[src/rtl/apb_master_mux.sv]
// rtl/apb_master_mux.sv - APB3 requester bridge with built-in address decode, response mux and error reporting
// Optional feature macro: APB_TIMEOUT_EN (aborts ACCESS after TIMEOUT cycles without PREADY)
module apb_master_mux #(
    parameter int          NUM_SLAVES  = 5,
    parameter int          DATA_W      = 32,
    parameter logic [31:0] BASE_ADDR   = 32'h1000_0000,
    parameter int          REGION_BITS = 12,
    parameter int          TIMEOUT     = 16
) (
    input  logic                         PCLK,
    input  logic                         PRESET,
    input  logic                         transfer,
    input  logic                         write,
    input  logic [31:0]                  addr,
    input  logic [DATA_W-1:0]            wdata,
    output logic                         ready,
    output logic [DATA_W-1:0]            rdata,
    output logic                         slverr,
    output logic [31:0]                  PADDR,
    output logic                         PWRITE,
    output logic                         PENABLE,
    output logic [DATA_W-1:0]            PWDATA,
    output logic [NUM_SLAVES-1:0]        PSEL,
    input  logic [NUM_SLAVES*DATA_W-1:0] PRDATA,
    input  logic [NUM_SLAVES-1:0]        PREADY,
    input  logic [NUM_SLAVES-1:0]        PSLVERR
);

    typedef enum logic [1:0] {IDLE, SETUP, ACCESS, RESP} state_t;

    state_t                  state_q, state_d;
    logic [3:0]              idx_q, idx_d;
    logic [31:0]             paddr_d;
    logic                    pwrite_d;
    logic                    penable_d;
    logic [DATA_W-1:0]       pwdata_d;
    logic [NUM_SLAVES-1:0]   psel_d;
    logic                    ready_d;
    logic                    slverr_d;
    logic [DATA_W-1:0]       rdata_d;

    logic [3:0]              req_idx;
    logic                    req_hit;
    logic                    pready_sel;
    logic                    pslverr_sel;
    logic [DATA_W-1:0]       prdata_sel;

`ifdef APB_TIMEOUT_EN
    logic [7:0]              cnt_q, cnt_d;
`else
    logic                    unused_timeout;
    assign unused_timeout = ^8'(TIMEOUT);
`endif

    // Region decode: slave index from the region field, upper bits must match the window
    assign req_idx = addr[REGION_BITS+3:REGION_BITS];
    assign req_hit = ({1'b0, req_idx} < 5'(NUM_SLAVES)) &&
                     (addr[31:REGION_BITS+4] == BASE_ADDR[31:REGION_BITS+4]);

    // Response mux: only the latched slave's ready/error/data are looked at
    always_comb begin
        pready_sel  = 1'b0;
        pslverr_sel = 1'b0;
        prdata_sel  = '0;
        for (int i = 0; i < NUM_SLAVES; i++) begin
            if (idx_q == 4'(i)) begin
                pready_sel  = PREADY[i];
                pslverr_sel = PSLVERR[i];
                prdata_sel  = PRDATA[i*DATA_W +: DATA_W];
            end
        end
    end

    // Next-state and next-output logic; every output is registered
    always_comb begin
        state_d   = state_q;
        idx_d     = idx_q;
        paddr_d   = PADDR;
        pwrite_d  = PWRITE;
        pwdata_d  = PWDATA;
        penable_d = PENABLE;
        psel_d    = PSEL;
        ready_d   = 1'b0;
        slverr_d  = slverr;
        rdata_d   = rdata;
`ifdef APB_TIMEOUT_EN
        cnt_d     = cnt_q;
`endif
        case (state_q)
            IDLE: begin
                if (transfer) begin
                    paddr_d  = addr;
                    pwrite_d = write;
                    pwdata_d = wdata;
                    if (req_hit) begin
                        state_d = SETUP;
                        idx_d   = req_idx;
                        for (int i = 0; i < NUM_SLAVES; i++) begin
                            psel_d[i] = (req_idx == 4'(i));
                        end
                    end else begin
                        state_d  = RESP;
                        ready_d  = 1'b1;
                        slverr_d = 1'b1;
                    end
                end
            end
            SETUP: begin
                state_d   = ACCESS;
                penable_d = 1'b1;
`ifdef APB_TIMEOUT_EN
                cnt_d     = '0;
`endif
            end
            ACCESS: begin
                if (pready_sel) begin
                    state_d   = RESP;
                    psel_d    = '0;
                    penable_d = 1'b0;
                    ready_d   = 1'b1;
                    slverr_d  = pslverr_sel;
                    if (!PWRITE) begin
                        rdata_d = prdata_sel;
                    end
                end
`ifdef APB_TIMEOUT_EN
                else if (cnt_q == 8'(TIMEOUT - 1)) begin
                    state_d   = RESP;
                    psel_d    = '0;
                    penable_d = 1'b0;
                    ready_d   = 1'b1;
                    slverr_d  = 1'b1;
                    rdata_d   = '0;
                end else begin
                    cnt_d = cnt_q + 8'd1;
                end
`endif
            end
            RESP: begin
                state_d = IDLE;
            end
        endcase
    end

    // State and output registers; reset drops the bus immediately
    always_ff @(posedge PCLK or posedge PRESET) begin
        if (PRESET) begin
            state_q <= IDLE;
            idx_q   <= '0;
            PADDR   <= '0;
            PWRITE  <= 1'b0;
            PWDATA  <= '0;
            PENABLE <= 1'b0;
            PSEL    <= '0;
            ready   <= 1'b0;
            slverr  <= 1'b0;
            rdata   <= '0;
        end else begin
            state_q <= state_d;
            idx_q   <= idx_d;
            PADDR   <= paddr_d;
            PWRITE  <= pwrite_d;
            PWDATA  <= pwdata_d;
            PENABLE <= penable_d;
            PSEL    <= psel_d;
            ready   <= ready_d;
            slverr  <= slverr_d;
            rdata   <= rdata_d;
        end
    end

`ifdef APB_TIMEOUT_EN
    // ACCESS wait-cycle counter
    always_ff @(posedge PCLK or posedge PRESET) begin
        if (PRESET) begin
            cnt_q <= '0;
        end else begin
            cnt_q <= cnt_d;
        end
    end
`endif

endmodule
[config.mk]
export PLATFORM = sky130hd
export DESIGN_NAME = apb_master_mux
export DESIGN_NICKNAME = d
export VERILOG_FILES = /design/src/rtl/apb_master_mux.sv
export SDC_FILE = /design/constraint.sdc
export NUM_CORES = 1
export LEC_CHECK = 0
export CORE_AREA = 2 2 132 134
export DETAILED_ROUTE_END_ITERATION = 10
export DIE_AREA = 0 0 134 136
export PLACE_DENSITY = 0.8
export SETUP_SLACK_MARGIN = 0.15
export SLEW_MARGIN = 20
export SYNTH_ARGS = -nofsm -noshare
export SYNTH_HDL_FRONTEND = slang
export SYNTH_SLANG_ARGS = --single-unit
[constraint.sdc]
create_clock -name PCLK -period 4.45 [get_ports PCLK]
set_input_delay 0.445 -clock PCLK [delete_from_list [all_inputs] [get_ports PCLK]]
set_output_delay 0.445 -clock PCLK [all_outputs]
set_load 0.01 [all_outputs]
* Word-level counts from Yosys, hierarchy flattened *
Index checks and enable logic that the tools add are counted.

word-level totals
  register bits = 111
  bits in latches = 0
  memory bits (writable) = 0
  memory bits (read-only) = 0
  input port bits = 238
  output and inout port bits = 105
  word-level logic and storage cells = 74
  memories = 0

operators by class
  add/subtract/negate cells = 0
  $mul = 0
  divide/modulo/power cells = 0
  $lt $le $gt $ge = 1
  equal/unequal tests = 16
  shifts and indexed selects = 0
  muxes and demuxes = 33
  bitwise logic cells = 1
  reductions and logical operators = 13

operators by type and width
  operator                                                                      number
  32-bit 2-to-1 mux                                                             5
  1-bit 2-to-1 mux                                                              17
  16-bit by 13-bit == test with 1-bit output, second input constant             1
  4-bit by 2-bit == test with 1-bit output, second input constant               4
  5-bit 2-to-1 mux                                                              3
  5-bit one-hot mux with 2 select lines                                         1
  4-bit by 1-bit == test with 1-bit output, second input constant               2
  4-bit by 3-bit == test with 1-bit output, second input constant               2
  4-bit logical NOT                                                             2
  2-bit inequality test, second input constant                                  4
  2-bit one-hot mux with 4 select lines                                         1
  4-bit AND reduction                                                           2
  2-bit 2-to-1 mux                                                              3
  1-bit one-hot mux with 2 select lines                                         3
  2-bit AND reduction                                                           3
  3-bit AND reduction                                                           2
  2-bit == test, second input constant                                          2
  4-bit by 3-bit less-than comparator with 1-bit output, second input constant  1
  2-bit nonzero test                                                            2
  2-bit by 1-bit == test with 1-bit output, second input constant               1
  2-bit logical NOT                                                             1
  1-bit logical AND                                                             1
  1-bit NOT                                                                     1

* Logic depth before layout (Yosys ltp) *
Gate-level depths: netlist (run 1).

  depth after elaboration = 8
  depth in mapped cells = 8
  depth with buffers taken out = 6

* Least setup slack after synthesis (run 1) *
No wires, ideal clock.

  path type = register to register
  from = register idx_q[1]
  to = register rdata[0]
  library setup time = 130 ps
  arrival = 1699 ps
  data required time = 4320 ps
  path slack = 2621 ps
  cell stages (with the launch flop) = 7
  buffers on the path = 2
  clock period less this slack = 1829 ps
  cell sequence = dfrtp_1 > buf_2 > buf_2 > mux2_2 > a22o_1 > a222oi_1 > a21oi_1

on the way
  longest elaborated chain between the ends = 7
  elaborated cells between the ends (all ways) = 16
  classes of those cells = 4 x eq/ne; 10 x mux; 2 x reduce/logical

RTL lines
  item                           RTL line  RTL
  start, declared                32        logic [3:0] idx_q, idx_d;
  start signal, assigned         160       idx_q <= idx_d;
  4-bit logical NOT              66        if (idx_q == 4'(i)) begin
  1-bit 2-to-1 mux (5 in a row)  66
  3-bit AND reduction (no line)  n/a
  end signal, assigned           168       rdata <= rdata_d;
  end, declared                  17        output logic [DATA_W-1:0] rdata,

Several ways; a longest one is shown, not always the timed one.
A chain may end at the register's enable or synchronous reset.

* Worst setup path after layout (run 1) *
  from = register idx_q[0]
  to = register rdata[21]

Same word-level chain as after synthesis.

==> qor.csv, run 1 <==
stage,metric,value,unit
routing,Detailed Routing Iterations Pass 1,5,
timing,Period minus WS final,2.94,ns
critical_path,Crit-path slowest cell,nor2_4,
yosys,asr flop ratio synth,100,%
yosys,register area share after synthesis,50.8,%
routing,DRC viols,0,
grt,pin count of the biggest net entering global routing,69,
cts,CTS max path bufs,2,
status,outcome,completed,
critical_path,Required @ worst endpoint,4.72,ns
floorplanning,die width,134,µm
cts,hold_buf cts,0,
timing,Clock Skew,0.0137,ns
cts,later-pin clock latency in the skew report,0.35,ns
routing,Wirelength per Cell,19.3,µm
cts,H-tree depth,3,
placed_design,area post-placement,9100,µm²
grt,initial antenna violation count,2,
timing,Slew HR,41.6,%
critical_path,"Buf+Inv Stages, Crit Path",2,
power_and_ir_drop,VDD IR max,0.300,mV
critical_path,"Largest stage delay, worst path",0.69,ns
timing,Slew Limit Fails,0,
floorplanning,row count,48,
routing,final WL,19300,µm
yosys,synth top area cells,"dfrtp_1 51%, mux2_2 20%, a22o_1 5.9%",
cts,setup bufs post-CTS,0,
timing,Final Cycle Share,66.0,%
yosys,YS warnings,0,
critical_path,crit path capture type,flop,
final_layout,fillcell total,1462,
cts,root buffer cell,clkbuf_16,
critical_path,family with the most delay on the worst path,simple AND/OR/NAND/NOR gates,
timing,f_max,340,MHz
timing,Final Hold Viols,0,
final_layout,share of layout cells above drive strength 1,18.6,%
yosys,"FF+latch count, synth",111,
yosys,syn_area_per_cell,12.4,µm²
critical_path,Crit path arrival time,3.21,ns
yosys,Post-synth top flop,dfrtp_1,
yosys,Synth top area share,50.8,%
critical_path,CP cell instances,buf_4 -> nor2_4 -> a21oi_1 -> a2bb2oi_2 -> nor3_4 -> buf_4 -> nor2_1 -> a21oi_1,
floorplanning,Die Ht,136,µm
cts,Resized Gates After CTS,0,
yosys,Post-Syn Instances,442,
final_layout,post-route cell area,9370,µm²
floorplanning,die area,18200,µm²
placed_design,# port buffers,342,
cts,CTS sink count,111,
yosys,Synth Cell Area,5470,µm²
power_and_ir_drop,Tot Pwr,4.78,mW
worst_hold_path,hold crit path type,reg -> reg,
power_and_ir_drop,Pleak,3.71,nW
timing,Slew @ Worst Pin,0.875,ns
placed_design,Final HPWL DP,14700,µm
yosys,Synth area leader,dfrtp_1,
grt,GRT Total Usage,20.3,%
yosys,Post-synth EDFFs,0,
cts,clock transition at the registers of the reported paths,0.08,ns
timing,WHS,0.489,ns
final_layout,final net count,1011,
timing,# setup viols final,0,
cts,TritonCTS buffer count,9,
floorplanning,Initial Utilization,32.4,%
critical_path,Worst setup SP type,flop,
grt,vias in the first global route,5430,
floorplanning,Core Region,16900,µm²
floorplanning,Ports,343,
grt,global route overflow,0,
routing,DRT antenna net count,0,
routing,routed vias,5129,
grt,first-pass GRT wire length,28600,µm
cts,CTS tree,built,
critical_path,critical path class,reg -> reg,
yosys,Synth Net Count,682,
final_layout,Area growth syn-to-layout,71.3,%
yosys,Yosys cell types,42,
power_and_ir_drop,P per Cell Area,510,nW/µm²
critical_path,CP max FO,64,
job,max cap viols,0,
placed_design,routability cong.,0.773,
routing,Via density,5.12,
timing,RSZ-0062 raised after global routing,false,
routing,DRT iter0 DRCs,272,
timing,setup TNS,0,ns
## tightest hold or removal path: stages (launching register included)
cell,delay (ns)
dfrtp_1,0.35
nand2_1,0.05
o21ai_0,0.06
## synthesized netlist by cell type, drive strengths merged, types with 3 or more instances
master	count
a22o	37
nand2	7
a21oi	34
inv	6
buf	19
clkbuf	14
o21ai	4
dfrtp	111
nor3	4
a222oi	32
nor4	4
nand2b	3
nor2	43
mux2	99
## logic make-up after synthesis
kind of cell	count (synthesis)	share of synthesized area [%]
DFF	111	50.8
AOI/OAI and AO/OA	118	17.5
buffers and inverters	39	3.50
and+or+nand+nor	72	6.91
muxes	100	20.8
adders and majority gates	2	0.457
## sequential cells by signal, summed over array words and instances (netlist names), 2 cells and up
name,cells
state_q,2
PADDR,32
idx_q,4
PSEL,5
PWDATA,32
rdata,32
## layout by cell type (no fill, tap or decap), drive strengths merged, types with 4 or more instances in the layout
cell type / netlist / final
a21oi: 34 / 34
a222oi: 32 / 32
a22o: 37 / 37
buf: 19 / 9
clkbuf: 14 / 9
clkdlybuf4s50: 0 / 342
clkinv: 0 / 4
dfrtp: 111 / 111
inv: 6 / 8
mux2: 99 / 99
nand2: 7 / 7
nor2: 43 / 43
nor3: 4 / 4
nor4: 4 / 4
o21ai: 4 / 4
## where the power goes
group | internal, mW | total (mW) | switching [mW]
Sequential | 1.48 | 1.73 | 0.248
Combinational | 1.40 | 2.29 | 0.893
Clock | 0.381 | 0.760 | 0.378
Total | 3.26 | 4.78 | 1.52
## worst paths after layout
path | from | to | slack [ns] | depth (start not counted)
min reg2reg | PADDR[12] | PADDR[12] | 0.49 | 2
max | idx_q[0] | rdata[21] | 1.51 | 8
max reg2reg | idx_q[0] | rdata[21] | 1.51 | 8
min in group asynchronous | PRESET | PADDR[26] | 0.61 | 2
max in group asynchronous | PRESET | rdata[26] | 2.94 | 3
min | PADDR[12] | PADDR[12] | 0.49 | 2
## routing by layer
metal  share of wire (%)  vias to the layer above  GRT usage (%)
met5                   0                        -              0
met4                 3.3                        0           9.40
met3                  10                       40           6.94
met2                  50                      253           35.7
met1                  37                     2482           22.2
li1                    -                     2354              -
## cell type report
| class | count | area [µm²] | share of cell area (%) |
|---|---|---|---|
| well taps | 225 | 282 | 3.00 |
| flip-flops and latches | 111 | 2780 | 29.7 |
| clock buffers | 9 | 225 | 2.40 |
| multi-input cells | 292 | 2520 | 26.9 |
| repair buffers | 351 | 3490 | 37.3 |
| inverters | 6 | 25.0 | 0.267 |
| clock inverters | 6 | 45.0 | 0.481 |
| diodes | 1 | 2.50 | 0.0267 |
## through the flow
step           setup WS [ns]  std cells  utilization, %
2_1_floorplan           1.07        442               -
3_3_place_gp            1.59        985            53.9
3_5_place_dp            1.51        985            53.9
4_1_cts                 1.49       1000            55.5
5_1_grt                 1.25       1001            55.5
6_report                1.51       1001            55.5
Note: power is estimated with default switching activity, not from simulation.
==> run 2: changes to the inputs <==
- clock period: 4.45 -> 2.78 ns (I/O delays scaled with it)
==> run 2 against run 1 <==
  * Combinational power grew 62%
  * Non-clock buffer count increased by 4
  * Critical path depth decreased by 2
  * Clock skew rose by 0.0029 ns
  * Sequential power increased by 60%
  * Highest routed layer unchanged
  * Critical path type unchanged
  * Worst setup slack lost 0.96 ns
  * Largest power group unchanged
  * Die area did not move
==> qor.csv, run 2 (synthesis results as in run 1) <==
stage,metric,value,unit
critical_path,Required @ worst endpoint,3.01,ns
power_and_ir_drop,VDD IR max,0.553,mV
power_and_ir_drop,Pleak,3.74,nW
placed_design,area post-placement,9160,µm²
grt,GRT Total Usage,20.3,%
routing,DRT antenna net count,0,
final_layout,Area growth syn-to-layout,73.1,%
cts,Resized Gates After CTS,0,
timing,Slew HR,62.6,%
critical_path,critical path class,reg -> reg,
routing,Via density,5.03,
timing,RSZ-0062 raised after global routing,false,
critical_path,CP max FO,18,
cts,setup bufs post-CTS,0,
cts,CTS max path bufs,2,
critical_path,Reg2Reg Setup Slack,0.55,ns
critical_path,Worst setup SP type,flop,
critical_path,"Buf+Inv Stages, Crit Path",0,
critical_path,reg2reg start,idx_q[1],
critical_path,crit path capture type,flop,
grt,first-pass GRT wire length,28800,µm
critical_path,Crit-path slowest cell,dfrtp_2,
timing,Final Cycle Share,80.3,%
cts,H-tree depth,3,
final_layout,"commonest non-fill, non-tap cell in the layout",clkdlybuf4s50_1,
placed_design,routability cong.,0.773,
grt,vias in the first global route,5387,
critical_path,CP cell instances,and4b_1 -> a21oi_1 -> a2bb2oi_2 -> nor2_1 -> o2bb2ai_1 -> a22o_1,
floorplanning,row count,48,
grt,pin count of the biggest net entering global routing,86,
timing,WHS,0.385,ns
final_layout,most frequent cells in the layout,"342 x clkdlybuf4s50_1, 109 x dfrtp_1, 99 x mux2_2, 41 x nor2_1, 37 x a22o_1",
routing,DRC viols,0,
cts,CTS sink count,111,
cts,root buffer cell,clkbuf_16,
final_layout,post-layout util,56.1,%
placed_design,# port buffers,342,
grt,initial antenna violation count,1,
job,max cap viols,0,
placed_design,pre-CTS WS,0.265,ns
timing,Final Hold Viols,0,
timing,# setup viols final,0,
timing,Slew Limit Fails,0,
final_layout,post-route cell area,9470,µm²
routing,DRT iter0 DRCs,266,
power_and_ir_drop,Tot Pwr,7.78,mW
floorplanning,Initial Utilization,32.4,%
final_layout,Regs by FF count,"PADDR: 32 flops, PWDATA: 32 flops, rdata: 32 flops",
floorplanning,Core Region,16900,µm²
timing,Clock Skew,0.0166,ns
floorplanning,Die Ht,136,µm
final_layout,final net count,1015,
cts,clock transition at the registers of the reported paths,0.08,ns
timing,setup TNS,0,ns
critical_path,reg2reg end,PSEL[3],
power_and_ir_drop,P per Cell Area,822,nW/µm²
timing,f_max,448,MHz
cts,TritonCTS buffer count,9,
worst_hold_path,hold crit path type,in -> async,
timing,Period minus WS final,2.23,ns
timing,Slew @ Worst Pin,0.561,ns
floorplanning,die width,134,µm
cts,later-pin clock latency in the skew report,0.35,ns
routing,final WL,19100,µm
floorplanning,Ports,343,
critical_path,cells on worst reg2reg path,6,
floorplanning,die area,18200,µm²
status,outcome,completed,
placed_design,Final HPWL DP,14500,µm
cts,hold_buf cts,0,
critical_path,Crit path arrival time,2.47,ns
cts,CTS tree,built,
final_layout,share of layout cells above drive strength 1,19.1,%
critical_path,"Largest stage delay, worst path",0.73,ns
grt,global route overflow,0,
routing,Wirelength per Cell,19.0,µm
placed_design,Placed Cells,989,
routing,routed vias,5061,
timing,fin worst setup slack,0.547,ns
final_layout,Non-Filler Instances,1006,
critical_path,family with the most delay on the worst path,flip-flops,
routing,Detailed Routing Iterations Pass 1,5,
[run 2: changes by cell type in the layout (fill, tap and decap cells not counted)]
cell,delta
nor2_4,-1
inv_6,-1
buf_4,+1
inv_4,-1
clkinv_8,+1
clkinvlp_4,+2
buf_12,+3
clkinv_2,-2
clkinv_4,-1
inv_8,+2
nor2_2,+1
clkbuf_8,+1
[run 2: final cells by class]
type	count	area, µm²
clock inverters	6	63.8
diodes	1	2.50
repair buffers	355	3560
flip-flops and latches	111	2780
clock buffers	10	239
fillers	1441	7410
well taps	225	282
multi-input cells	292	2510
inverters	6	26.3
[run 2: power breakdown]
group,leakage (nW),internal [mW],switching [mW]
registers,1.30,2.37,0.392
logic,2.29,2.26,1.45
clock network,0.146,0.660,0.652
[run 2: routing by layer]
layer	track usage [%]	wire length [µm]	vias up
li1	-	-	2361
met1	23.3	7400	2432
met2	35.4	9400	243
met3	6.86	1920	25
met4	6.74	352	0
met5	0	0	-
[run 2: worst max-delay path by stage]
stage / to / startpoint / cells after the start / slack, ns
floorplan: rdata[0] / idx_q[1] / 6 / 0.95
global placement: PSEL[3] / addr[25] / 7 / 0.29
detailed placement: PSEL[1] / addr[25] / 7 / 0.26
CTS: rdata[6] / idx_q[1] / 5 / 0.55
global route: PSEL[2] / idx_q[1] / 6 / 0.43
finish: PSEL[3] / idx_q[1] / 6 / 0.55
[run 2: worst reg2reg max path: stages (launching register included)]
cell and delay, ns:
dfrtp_2 0.73, and4b_1 0.28, a21oi_1 0.05, a2bb2oi_2 0.17, nor2_1 0.39, o2bb2ai_1 0.22, a22o_1 0.27
